## config.mk

```make
export PLATFORM = sky130hd
export DESIGN_NAME = amux_sel_arbiter_flat
export DESIGN_NICKNAME = d
export VERILOG_FILES = /design/src/rtl/amux_sel_arbiter_pkg.sv /design/src/rtl/amux_sel_arbiter_if.sv /design/src/rtl/amux_sel_arbiter_hold_timer.sv /design/src/rtl/amux_sel_arbiter.sv /design/src/flat_wrapper.sv
export SDC_FILE = /design/constraint.sdc
export NUM_CORES = 1
export LEC_CHECK = 0
export CAP_MARGIN = 20
export CORE_ASPECT_RATIO = 0.7
export CORE_MARGIN = 4
export CORE_UTILIZATION = 58
export CTS_BUF_LIST = sky130_fd_sc_hd__clkbuf_8
export DETAILED_ROUTE_END_ITERATION = 8
export DONT_BUFFER_PORTS = 1
export GPL_TIMING_DRIVEN = 0
export PLACE_DENSITY = 0.79
export SYNTH_ARGS = -nofsm -noshare
export SYNTH_HDL_FRONTEND = slang
export SYNTH_HIERARCHICAL = 1
export SYNTH_SLANG_ARGS = --single-unit
export TNS_END_PERCENT = 5
```

## constraint.sdc

```tcl
create_clock -name CLK -period 1.9 [get_ports CLK]
set_input_delay 0.57 -clock CLK [delete_from_list [all_inputs] [get_ports CLK]]
set_output_delay 0.57 -clock CLK [all_outputs]
set_load 0.03 [all_outputs]
```

## src/rtl/amux_sel_arbiter_pkg.sv

```systemverilog
// amux_ctrl_pkg: shared types, constants and helpers for the analog output
// mux select arbiter (amux_sel_arbiter) and its timer sub-module.
//   amux_state_e : controller states IDLE / SETTLE / OWN (2-bit encoding)
//   REQ_SPI/RST  : requester indices (0 = SPI SDO readback, 1 = reset/status)
//   cnt_width()  : width for the settle/hold timers, clog2(max(a,b)+1)
//   grant_vec()  : one-hot grant vector for a requester index
package amux_ctrl_pkg;

    typedef enum logic [1:0] {
        IDLE   = 2'd0,
        SETTLE = 2'd1,
        OWN    = 2'd2
    } amux_state_e;

    localparam logic REQ_SPI = 1'b0;
    localparam logic REQ_RST = 1'b1;

    function automatic int cnt_width(input int settle_cycles, input int min_hold);
        int m;
        m = (settle_cycles > min_hold) ? settle_cycles : min_hold;
        return $clog2(m + 1);
    endfunction

    function automatic logic [1:0] grant_vec(input logic idx);
        return (idx == REQ_RST) ? 2'b10 : 2'b01;
    endfunction

endpackage

```

## src/rtl/amux_sel_arbiter_if.sv

```systemverilog
// amux_sel_arbiter_if: request/grant and mux-status bundle between the two
// analog-output requesters and the select arbiter.
//   req        : level requests, bit i high while requester i needs the output
//   gnt        : one-hot-or-zero grant
//   select     : mux select (0 = I0/SPI, 1 = I1/reset-status)
//   sel_stable : low while the mux is settling after a select change
//   busy       : arbiter not idle
//   sw_cnt     : wrapping count of select changes
// modport master = requester side, modport slave = arbiter side.
interface amux_sel_arbiter_if #(
    parameter int SW_CNT_W = 8
);
    logic [1:0]          req;
    logic [1:0]          gnt;
    logic                select;
    logic                sel_stable;
    logic                busy;
    logic [SW_CNT_W-1:0] sw_cnt;

    modport master (
        output req,
        input  gnt, select, sel_stable, busy, sw_cnt
    );

    modport slave (
        input  req,
        output gnt, select, sel_stable, busy, sw_cnt
    );
endinterface

```

## src/rtl/amux_sel_arbiter_hold_timer.sv

```systemverilog
// amux_hold_timer: loadable saturating up-counter.
//   clk, rst  : clock, synchronous active-high reset (count -> 0)
//   clr       : force count to 0 (highest priority after reset)
//   load      : load load_val (clamped to MAX_VAL)
//   en        : count up by one, stopping at MAX_VAL
//   sat       : count == MAX_VAL
module amux_hold_timer #(
    parameter int WIDTH   = 5,
    parameter int MAX_VAL = 16
) (
    input  logic             clk,
    input  logic             rst,
    input  logic             clr,
    input  logic             load,
    input  logic [WIDTH-1:0] load_val,
    input  logic             en,
    output logic             sat
);
    localparam logic [WIDTH-1:0] MAX_W = WIDTH'(MAX_VAL);

    logic [WIDTH-1:0] cnt_q;
    logic [WIDTH-1:0] cnt_d;

    always_comb begin
        cnt_d = cnt_q;
        if (clr) begin
            cnt_d = '0;
        end else if (load) begin
            cnt_d = (load_val > MAX_W) ? MAX_W : load_val;
        end else if (en && (cnt_q != MAX_W)) begin
            cnt_d = cnt_q + 1'b1;
        end
    end

    always_ff @(posedge clk) begin
        if (rst) begin
            cnt_q <= '0;
        end else begin
            cnt_q <= cnt_d;
        end
    end

    assign sat = (cnt_q == MAX_W);

endmodule

```

## src/rtl/amux_sel_arbiter.sv

```systemverilog
// amux_sel_arbiter: owns the select line of the 2:1 analog output mux and
// shares the output between requester 0 (SPI SDO readback) and requester 1
// (reset/status monitor). Break-before-make switching, a settle delay after
// every select change, and round-robin on simultaneous requests.
//   CLK  : system clock, rising edge
//   RST  : synchronous active-high reset
//   bus  : amux_sel_arbiter_if.slave (req in; gnt/select/sel_stable/busy/sw_cnt out)
// Optional feature macro: AMUX_PREEMPT_EN -- when defined, an owner that has
// held the grant for MIN_HOLD cycles is released if the other side requests.
//
// state  | meaning
// IDLE   | no grant; picks a target and either grants or moves select
// SETTLE | select just changed, waiting SETTLE_CYCLES before granting
// OWN    | gnt[select] high until the owner drops req (or is pre-empted)
import amux_ctrl_pkg::*;

module amux_sel_arbiter #(
    parameter int SETTLE_CYCLES = 4,
    parameter int MIN_HOLD      = 16,
    parameter int SW_CNT_W      = 8
) (
    input  logic CLK,
    input  logic RST,
    amux_sel_arbiter_if.slave bus
);
    localparam int CNT_W = cnt_width(SETTLE_CYCLES, MIN_HOLD);

    localparam logic [1:0] S_IDLE   = IDLE;
    localparam logic [1:0] S_SETTLE = SETTLE;
    localparam logic [1:0] S_OWN    = OWN;

    logic [1:0]          state_q, state_d;
    logic [1:0]          gnt_q, gnt_d;
    logic                select_q, select_d;
    logic                sel_stable_q, sel_stable_d;
    logic                busy_q, busy_d;
    logic [SW_CNT_W-1:0] sw_cnt_q, sw_cnt_d;
    logic                last_owner_q, last_owner_d;

    logic target;
    logic other;
    logic release_own;
    logic settle_clr;
    logic settle_en;
    logic settle_done;

    // Lone requester wins outright; on a tie the side that did not own last.
    always_comb begin
        target = (bus.req == 2'b11) ? ~last_owner_q : bus.req[REQ_RST];
    end

    assign other = ~select_q;

    amux_hold_timer #(
        .WIDTH   (CNT_W),
        .MAX_VAL (SETTLE_CYCLES - 1)
    ) u_settle_timer (
        .clk      (CLK),
        .rst      (RST),
        .clr      (settle_clr),
        .load     (1'b0),
        .load_val ('0),
        .en       (settle_en),
        .sat      (settle_done)
    );

`ifdef AMUX_PREEMPT_EN
    logic hold_clr;
    logic hold_en;
    logic hold_sat;

    amux_hold_timer #(
        .WIDTH   (CNT_W),
        .MAX_VAL (MIN_HOLD)
    ) u_hold_timer (
        .clk      (CLK),
        .rst      (RST),
        .clr      (hold_clr),
        .load     (1'b0),
        .load_val ('0),
        .en       (hold_en),
        .sat      (hold_sat)
    );

    assign hold_clr    = (state_d == S_OWN) && (state_q != S_OWN);
    assign hold_en     = (state_q == S_OWN);
    assign release_own = !bus.req[select_q] || (bus.req[other] && hold_sat);
`else
    assign release_own = !bus.req[select_q];
`endif

    always_comb begin
        state_d      = state_q;
        gnt_d        = gnt_q;
        select_d     = select_q;
        sel_stable_d = sel_stable_q;
        sw_cnt_d     = sw_cnt_q;
        last_owner_d = last_owner_q;
        settle_clr   = 1'b0;
        settle_en    = 1'b0;

        case (state_q)
            S_IDLE: begin
                gnt_d        = 2'b00;
                sel_stable_d = 1'b1;
                if (bus.req != 2'b00) begin
                    if (target == select_q) begin
                        state_d = S_OWN;
                        gnt_d   = grant_vec(target);
                    end else begin
                        // gnt is already low here, so moving select is safe.
                        state_d      = S_SETTLE;
                        select_d     = target;
                        sw_cnt_d     = sw_cnt_q + 1'b1;
                        sel_stable_d = 1'b0;
                        settle_clr   = 1'b1;
                    end
                end
            end
            S_SETTLE: begin
                settle_en = 1'b1;
                if (!bus.req[select_q]) begin
                    state_d      = S_IDLE;
                    sel_stable_d = 1'b1;
                end else if (settle_done) begin
                    state_d      = S_OWN;
                    gnt_d        = grant_vec(select_q);
                    sel_stable_d = 1'b1;
                end
            end
            S_OWN: begin
                // Release only drops gnt; select can move no earlier than the
                // following IDLE edge.
                if (release_own) begin
                    state_d      = S_IDLE;
                    gnt_d        = 2'b00;
                    last_owner_d = select_q;
                end
            end
            default: begin
                state_d      = S_IDLE;
                gnt_d        = 2'b00;
                sel_stable_d = 1'b1;
            end
        endcase

        busy_d = (state_d != S_IDLE);
    end

    always_ff @(posedge CLK) begin
        if (RST) begin
            state_q      <= S_IDLE;
            gnt_q        <= 2'b00;
            select_q     <= REQ_SPI;
            sel_stable_q <= 1'b1;
            busy_q       <= 1'b0;
            sw_cnt_q     <= '0;
            last_owner_q <= REQ_RST;
        end else begin
            state_q      <= state_d;
            gnt_q        <= gnt_d;
            select_q     <= select_d;
            sel_stable_q <= sel_stable_d;
            busy_q       <= busy_d;
            sw_cnt_q     <= sw_cnt_d;
            last_owner_q <= last_owner_d;
        end
    end

    assign bus.gnt        = gnt_q;
    assign bus.select     = select_q;
    assign bus.sel_stable = sel_stable_q;
    assign bus.busy       = busy_q;
    assign bus.sw_cnt     = sw_cnt_q;

endmodule
```

## src/flat_wrapper.sv

```systemverilog
// flat-port wrapper written by rule: the top's interface ports become plain ports
module amux_sel_arbiter_flat 
#(
    parameter int SETTLE_CYCLES = 4,
    parameter int MIN_HOLD      = 16,
    parameter int SW_CNT_W      = 8
)
  (CLK, RST, bus_req, bus_gnt, bus_select, bus_sel_stable, bus_busy, bus_sw_cnt);
  amux_sel_arbiter_if #(.SW_CNT_W(SW_CNT_W)) bus_i ();
  input  logic CLK;
  input  logic RST;
  input wire logic [$bits(bus_i.req)-1:0] bus_req;
  output wire logic [$bits(bus_i.gnt)-1:0] bus_gnt;
  output wire logic [$bits(bus_i.select)-1:0] bus_select;
  output wire logic [$bits(bus_i.sel_stable)-1:0] bus_sel_stable;
  output wire logic [$bits(bus_i.busy)-1:0] bus_busy;
  output wire logic [$bits(bus_i.sw_cnt)-1:0] bus_sw_cnt;
  assign bus_i.req = bus_req;
  assign bus_gnt = bus_i.gnt;
  assign bus_select = bus_i.select;
  assign bus_sel_stable = bus_i.sel_stable;
  assign bus_busy = bus_i.busy;
  assign bus_sw_cnt = bus_i.sw_cnt;
  amux_sel_arbiter #(.SETTLE_CYCLES(SETTLE_CYCLES), .MIN_HOLD(MIN_HOLD), .SW_CNT_W(SW_CNT_W)) u_core (.CLK(CLK), .RST(RST), .bus(bus_i));
endmodule
```

# Yosys cells after proc, flatten, opt, wreduce, memory -nomap -nowiden
# Index checks and enable logic that the tools add are counted.
[op_classes]
reduce_logical = 9
n_lt_le_gt_ge = 1
multipliers = 0
muxes = 26
addsub = 2
eq_ne = 10
shift = 0
n_bitwise = 4
div = 0
[ops]
columns = ["op", "n"]
rows = [
  ["$mux W2", 12],
  ["$pmux W2 S3", 2],
  ["$mux W1", 11],
  ["$add A8 B1 Y8 const B", 1],
  ["$reduce_and A3 Y1", 2],
  ["$add A5 B1 Y5 const B", 1],
  ["$eq A5 B2 Y1 const B", 1],
  ["$ne A5 B2 Y1 const B", 1],
  ["$eq A2 B2 Y1 const B", 2],
  ["$ne A2 B1 Y1 const B", 2],
  ["$not A1 Y1", 4],
  ["$reduce_and A2 Y1", 2],
  ["$reduce_bool A2 Y1", 2],
  ["$ne A3 B2 Y1 const B", 1],
  ["$pmux W1 S3", 1],
  ["$eq A2 B1 Y1 const B", 1],
  ["$logic_not A2 Y1", 1],
  ["$lt A1 B2 Y1 const B", 1],
  ["$ne A2 B2 Y1 const B", 1],
  ["$reduce_or A2 Y1", 1],
  ["$eq A1 B1 Y1", 1],
  ["$logic_and A1 B1 Y1", 1],
]
[word_totals]
memories = 0
latch_bits = 0
regBits = 21
mem_bits_rw = 0
input_bits = 4
romBits = 0
wordCells = 60

# Logic depth before layout (Yosys ltp)
# Gate-level depths: netlist (run 1).
[depth]
depth_word = 7
mapped_depth = 9
mapped_depth_nobuf = 9

# By module
# The synthesis (run 1) kept the hierarchy.
[by_module_without_submodules]
columns = ["module", "cells_each", "seq_area_each_um2", "area_per_inst_um2", "instances"]
rows = [
  ["amux_sel_arbiter", 97, 320.3, 847.1, 1],
  ["amux_hold_timer", 30, 100.1, 269.0, 1],
]

# Worst setup path before layout (run 1)
# Ideal clock, no wire load.
[synth_path]
path_type = "flip-flop to flip-flop"
start = "register u_core.select_q, in the netlist u_core/bus.select"
end = "register u_core.u_settle_timer.cnt_q[2]"
path_stages_with_launch = 8
setup_time_ns = 0.070
setup_slack_ns = -0.143
path_buffers = 0
t_arrival_ns = 1.973
path_cell_list = "dfxtp_1 -> inv_1 -> ha_1 -> nor3b_1 -> o21ai_2 -> inv_1 -> or3_1 -> a21oi_1"
[synth_between]
elab_chain_cells = 5
[synth_lines]
columns = ["element", "line", "source"]
rows = [
  ["from (decl)", "amux_sel_arbiter.sv:34", "logic select_q, select_d;"],
  ["from (signal assigned)", "amux_sel_arbiter.sv:162", "select_q <= select_d;"],
  ["$eq A1 B1 Y1", "amux_sel_arbiter.sv:107", "if (target == select_q) begin"],
  ["$mux W1", "amux_sel_arbiter.sv:107", ""],
  ["$mux W1", "amux_sel_arbiter.sv:106", "if (bus.req != 2'b00) begin"],
  ["$mux W1", "amux_sel_arbiter.sv:102", "case (state_q)"],
  ["net u_core.settle_clr", "amux_sel_arbiter.sv:43", "logic settle_clr;"],
  ["$reduce_or A2 Y1 (no source line)", "-", ""],
  ["to (signal assigned)", "amux_sel_arbiter_hold_timer.sv:39", "cnt_q <= cnt_d;"],
  ["to (decl)", "amux_sel_arbiter_hold_timer.sv:21", "logic [WIDTH-1:0] cnt_q;"],
]
# The timed path passes the listed nets, and every way through them passes these cells.
# A chain may end at the register's enable or synchronous reset.

# Worst setup path in the final report (run 1)
# Same ends and word-level chain as after synthesis.

==> impl_metrics.env, run 1 <==
export IMPL_status="finished clean"
export IMPL_wl_per_cell_um=14.9
export IMPL_drv_slew=0
export IMPL_area_growth_pct=12.8
export IMPL_cp_max_fo=8
export IMPL_hold_buffers=0
export IMPL_gp_congestion=0.790
export IMPL_dieArea_um2=2700
export IMPL_yosys_area_top_type_share_pct=37.7
export IMPL_fin_setup_tns_ns=0
export IMPL_setup_slack_ns=0.0511
export IMPL_regArea_um2=427
export IMPL_synth_simple_area_share_pct=27.7
export IMPL_synth_largest_area_cell="dfxtp_1"
export IMPL_crit_family="simple AND/OR/NAND/NOR gates"
export IMPL_synth_edf_count=0
export IMPL_multiInputGateArea_um2=713
export IMPL_max_stage_delay_ns=0.46
export IMPL_synthCells=127
export IMPL_clk_insertion_delay_late_ns=0.26
export IMPL_clkTransAtPathRegs_ns=0.07
export IMPL_cpMaxStageDelayCell="dfxtp_4"
export IMPL_cts_sinks=21
export IMPL_nNetsFinal=149
export IMPL_numPortBuffers=0
export IMPL_num_fill_cells=139
export IMPL_pwr_share_comb_pct=20.2
export IMPL_synth_area_leaders="dfxtp_1 (38%), nor2_1 (5.7%), ha_1 (4.5%)"
export IMPL_synth_cell_type_count=44
export IMPL_p_seq_share_pct=52.2
export IMPL_tightest_slew_ns=0.583
export IMPL_core_area_um2=1700
export IMPL_clock_fmax_ghz=0.541
export IMPL_worst_setup_path_type="reg -> reg"
export IMPL_cts_max_level=1
export IMPL_antenna_found_initial=0
export IMPL_start_kind="flip-flop"
export IMPL_grt_ovfl_total=0
export IMPL_cts_inserted_buffers=3
export IMPL_post_cts_buffers=0
export IMPL_dp_final_hpwl_um=1830
export IMPL_p_per_area_nw_per_um2=814
export IMPL_rows=12
export IMPL_slew_limit_headroom_pct=61.1
export IMPL_avgSynthCellArea_um2=8.79
export IMPL_synth_warnings=6
export IMPL_synth_xor_area_share_pct=7.06
export IMPL_end_kind="flip-flop"
export IMPL_fin_crit_sh_pct=97.3
export IMPL_setup_viol=0
export IMPL_placedInstanceArea_um2=1190
export IMPL_p_sw_share_pct=31.1
export IMPL_grt_max_degree=12
export IMPL_drt_initial_drc_count=48
export IMPL_power_switching_w=0.000318
export IMPL_die_h_um=44.7
export IMPL_hold_path_class="in -> reg"
export IMPL_cts_max_path_buffers=2
export IMPL_cts_tree="done"
export IMPL_synth_area_mux_share_pct=3.14
export IMPL_io_pins=17
export IMPL_vias=940
export IMPL_fin_worst_skew_ns=0.00193
export IMPL_power_leakage_nw=0.467
export IMPL_first_pass_iters=4
export IMPL_period_needed_ns=1.85
export IMPL_required_ns=2.10
export IMPL_synth_compound_area_share_pct=15.7
export IMPL_cts_root_buf="clkbuf_8"
export IMPL_total_power_w=0.00103
export IMPL_antenna_left=0
export IMPL_synth_seq_area_share_pct=37.7
export IMPL_power_internal_w=0.000707
export IMPL_grt_pass1_vias=868
export IMPL_drive_gt1_share_pct=15.0
export IMPL_max_cap_violations=0
export IMPL_die_w_um=60.4
export IMPL_synth_top_cells_by_count="dfxtp_1 (21), nor2_1 (17), nand2_1 (8)"
export IMPL_synth_top_family_by_area="simple AND/OR/NAND/NOR gates"
export IMPL_grt_pass1_wl_um=3980
export IMPL_synth_most_common_cell="dfxtp_1"
export IMPL_synth_ff_type="dfxtp_1"
export IMPL_cts_resized=3
export IMPL_start_util_pct=65.8
export IMPL_synth_seq_cells=21
export IMPL_finalHoldViolations=0
export IMPL_syn_area_um2=1120
export IMPL_async_flop_share_pct=0
export IMPL_power_share_clock_pct=27.6
export IMPL_drc_errors=0
export IMPL_grt_use_total_pct=19.8
export IMPL_vdd_drop_max_v=0.000679
export IMPL_via_per_inst=5.84
export IMPL_design_area_um2=1260
export IMPL_pre_cts_slack_ns=-0.216
export IMPL_worstPathCellList="inv_2 > ha_4 > nor3b_2 > o21ai_4 > inv_1 > or3_1 > a21oi_1"
export IMPL_critical_path_arrival_ns=2.04
export IMPL_synth_fa_ha_area_share_pct=4.48
export IMPL_n_antenna_cell=0
export IMPL_worstPathBufferInverterCount=2
export IMPL_wirelength_um=2400
-- worst register-to-register path: stages, from the launching register on --
cell and delay [ns]:
dfxtp_4 0.46, inv_2 0.11, ha_4 0.26, nor3b_2 0.19, o21ai_4 0.12, inv_1 0.11, or3_1 0.41, a21oi_1 0.13
-- state kept, by name (all words and copies together), names as in the netlist --
name and cells:
u_core/bus.sw_cnt 8, u_core/bus.sel_stable 1, u_core/u_settle_timer/cnt_q 5, u_core/bus.select 1
u_core/last_owner_q 1, u_core/bus.busy 1, u_core/state_q 2, u_core/bus.gnt 2
-- metal layers --
metal | share of wire, % | track usage, % | vias to the layer above
li1 | - | - | 473
met1 | 50 | 28.2 | 432
met2 | 42 | 27.8 | 31
met3 | 7.0 | 8.00 | 4
met4 | 0.54 | 4.76 | 0
met5 | 0 | 0 | -
-- final timing paths --
kind	from	end	slack (ns)	cells after the start
max reg2reg	u_core/bus.select	u_core/u_settle_timer/cnt_q[2]	0.05	7
min reg2reg	u_core/u_settle_timer/cnt_q[2]	u_core/u_settle_timer/cnt_q[2]	0.51	2
max	u_core/bus.select	u_core/u_settle_timer/cnt_q[2]	0.05	7
min	RST	u_core/bus.gnt[1]	0.37	1
-- cell families (layout without fill, tap and decap cells) --
family | after synthesis | after routing
simple gates | 55 | 55
flops | 21 | 21
other cells | 1 | 10
xor+xnor | 9 | 9
fa+ha+maj | 4 | 4
mux | 3 | 3
buf+inv | 9 | 13
compound gates | 25 | 25
-- layout by cell type (no fill, tap or decap), drive strengths merged, types with 2 or more instances in the layout --
cell type,n
a21oi,5
nand3b,3
nand2,8
xor2,4
mux2i,2
dfxtp,21
nor4,5
clkbuf,4
nor3,2
nor2,17
buf,2
o21ai,8
inv,7
or4b,2
nand3,3
nand4,3
nand2b,4
or3,4
xnor2,5
ha,4
a21boi,2
conb,10
-- cell type report --
type / count / area share (%)
inverter: 6 / 2.19
buffer: 3 / 1.59
sequential: 21 / 33.9
tap: 21 / 2.09
multi-input combinational: 106 / 56.7
clock inverter: 1 / 0.298
clock buffer: 3 / 3.28
-- power groups by stage --
| stage | registers, W | logic [W] | clock network [W] |
|---|---|---|---|
| 2_1_floorplan | 0.000535 | 0.000160 | 0 |
| 3_3_place_gp | 0.000541 | 0.000186 | 0 |
| 3_5_place_dp | 0.000544 | 0.000194 | 0 |
| 4_1_cts | 0.000534 | 0.000198 | 0.000297 |
| 5_1_grt | 0.000542 | 0.000231 | 0.000319 |
| 6_report | 0.000535 | 0.000207 | 0.000283 |
-- metrics by stage --
step                      util, %  hold slack, ns  instances
after CTS                    73.2           0.359        161
after floorplan                 -           0.453        136
after global routing         74.2           0.368        161
after detailed placement     70.1           0.491        157
after global placement       70.1           0.471        157
final                        74.2           0.370        161
No activity file was read; power rests on OpenSTA's default activity.
==> run 2, diff against run 1 <==
--- a/config.mk
+++ b/config.mk
@@ -8,12 +8,12 @@
 export CAP_MARGIN = 20
 export CORE_ASPECT_RATIO = 0.7
 export CORE_MARGIN = 4
-export CORE_UTILIZATION = 58
+export CORE_UTILIZATION = 60
 export CTS_BUF_LIST = sky130_fd_sc_hd__clkbuf_8
 export DETAILED_ROUTE_END_ITERATION = 8
 export DONT_BUFFER_PORTS = 1
 export GPL_TIMING_DRIVEN = 0
-export PLACE_DENSITY = 0.79
+export PLACE_DENSITY_LB_ADDON = 0.08
 export SYNTH_ARGS = -nofsm -noshare
 export SYNTH_HDL_FRONTEND = slang
 export SYNTH_HIERARCHICAL = 1
==> constraint.sdc (replaced) <==
create_clock -name CLK -period 2.4 [get_ports CLK]
set_input_delay 0.72 -clock CLK [delete_from_list [all_inputs] [get_ports CLK]]
set_output_delay 0.72 -clock CLK [all_outputs]
set_load 0.03 [all_outputs]
==> run 2 against run 1 <==
  * Fmax decreased by 16%
  * Routed wire length grew 0.92%
  * Via count grew 2.4%
==> impl_metrics.env, run 2 (same netlist as run 1, synthesis figures left out) <==
export IMPL_wl_per_cell_um=15.0
export IMPL_nNetsFinal=149
export IMPL_grt_pass1_vias=816
export IMPL_via_per_inst=5.98
export IMPL_vdd_drop_max_v=0.000695
export IMPL_slew_limit_headroom_pct=61.7
export IMPL_fin_worst_skew_ns=0.00210
export IMPL_drive_gt1_share_pct=10.7
export IMPL_grt_use_total_pct=19.6
export IMPL_area_growth_pct=9.53
export IMPL_setup_viol=0
export IMPL_cts_tree="done"
export IMPL_post_cts_buffers=0
export IMPL_power_switching_w=0.000246
export IMPL_utilization_pct=73.3
export IMPL_cpMaxStageDelayCell="dfxtp_2"
export IMPL_power_share_clock_pct=27.6
export IMPL_end_kind="flip-flop"
export IMPL_num_fill_cells=148
export IMPL_p_per_area_nw_per_um2=653
export IMPL_numPortBuffers=0
export IMPL_cp_max_fo=8
export IMPL_hold_path_class="reg -> reg"
export IMPL_die_h_um=44.1
export IMPL_critical_path_arrival_ns=2.35
export IMPL_cts_max_level=1
export IMPL_clk_insertion_delay_late_ns=0.25
export IMPL_rsz0062_at_grt="false"
export IMPL_start_kind="flip-flop"
export IMPL_grt_max_degree=12
export IMPL_antenna_found_initial=0
export IMPL_power_internal_w=0.000552
export IMPL_p_sw_share_pct=30.8
export IMPL_hold_buffers=0
export IMPL_power_leakage_nw=0.464
export IMPL_wirelength_um=2420
export IMPL_max_cap_violations=0
export IMPL_rows=12
export IMPL_crit_top_cell="inv_1"
export IMPL_n_antenna_cell=0
export IMPL_first_pass_iters=4
export IMPL_dp_final_hpwl_um=1770
export IMPL_required_ns=2.55
export IMPL_grt_pass1_wl_um=3930
export IMPL_total_power_w=0.000798
export IMPL_cts_sinks=21
export IMPL_worst_setup_path_type="reg -> reg"
export IMPL_worstPathCellList="inv_1 > ha_1 > nor3b_1 > o21ai_2 > inv_1 > or3_1 > nor2_1"
export IMPL_die_w_um=59.6
export IMPL_status="finished clean"
export IMPL_largest_reg_flops=8
export IMPL_io_pins=17
export IMPL_antenna_left=0
export IMPL_cts_max_path_buffers=2
export IMPL_mostFrequentLayoutCell="dfxtp_1"
export IMPL_clkTransAtPathRegs_ns=0.07
export IMPL_cts_root_buf="clkbuf_8"
export IMPL_period_needed_ns=2.20
export IMPL_drt_initial_drc_count=46
export IMPL_fin_setup_tns_ns=0
export IMPL_worstPathBufferInverterCount=2
export IMPL_clock_fmax_ghz=0.455
export IMPL_p_seq_share_pct=53.0
export IMPL_drc_errors=0
export IMPL_finalHoldViolations=0
export IMPL_tightest_slew_ns=0.573
export IMPL_layout_common_cells="dfxtp_1 (20), nor2_1 (17), conb_1 (10)"
export IMPL_max_stage_delay_ns=0.52
export IMPL_vias=963
export IMPL_drv_slew=0
export IMPL_dieArea_um2=2630
export IMPL_start_util_pct=67.0
export IMPL_core_area_um2=1670
export IMPL_grt_ovfl_total=0
export IMPL_fin_crit_sh_pct=91.6
export IMPL_crit_family="simple AND/OR/NAND/NOR gates"
export IMPL_cts_inserted_buffers=3
export IMPL_gp_congestion=0.775
export IMPL_pwr_share_comb_pct=19.4
## run 2: worst reg2reg max path: cells and delay by family, from the launching register on
kind / cells / cell delay [ns]
adders and majority gates: 1 / 0.38
DFF: 1 / 0.52
AOI/OAI and AO/OA: 1 / 0.22
buffers and inverters: 2 / 0.30
and+or+nand+nor: 3 / 0.67
## run 2: layout make-up
cell class,instances,area (um2),area share (%)
well taps,21,26.3,2.15
clock inverters,1,3.75,0.307
clock buffers,3,41.3,3.38
flip-flops and latches,21,422,34.5
multi-input cells,106,686,56.1
inverters,6,23.8,1.94
plain buffers,3,20.0,1.64
## run 2: what timing repair did
action	in CTS	in global routing
endpoints found under the setup margin	2	0
endpoints found under the hold margin	0	0
resized for setup	1	0
## run 2: worst paths after layout
kind                            start                        endpoint  slack (ns)  cells past startpoint
hold / removal    u_core/last_owner_q             u_core/last_owner_q        0.50                      2
hold reg to reg   u_core/last_owner_q             u_core/last_owner_q        0.50                      2
setup / recovery    u_core/bus.select  u_core/u_settle_timer/cnt_q[4]        0.20                      7
setup reg to reg    u_core/bus.select  u_core/u_settle_timer/cnt_q[4]        0.20                      7
## run 2: per-layer routing
metal / GRT usage (%) / vias up / wire [um]
met5: 0 / - / 0
met4: 2.21 / 0 / 10
met3: 7.58 / 2 / 280
met2: 26.8 / 49 / 964
met1: 29.6 / 440 / 1170
li1: - / 472 / -
## run 2: power groups by stage
stage	combinational [W]	sequential, W	clock, W
after floorplan	0.000123	0.000423	0
after global placement	0.000143	0.000428	0
after detailed placement	0.000149	0.000430	0
after CTS	0.000151	0.000422	0.000229
after global routing	0.000172	0.000427	0.000246
final	0.000155	0.000423	0.000220
## run 2: per-stage QoR
step	cells	hold slack [ns]	setup slack, ns	area [um2]
after detailed placement	157	0.479	0.0175	1180
after CTS	161	0.497	0.238	1220
after global placement	157	0.470	0.0892	1180
final	161	0.497	0.201	1220
after global routing	161	0.514	0.0684	1220
after floorplan	136	0.453	0.349	1150
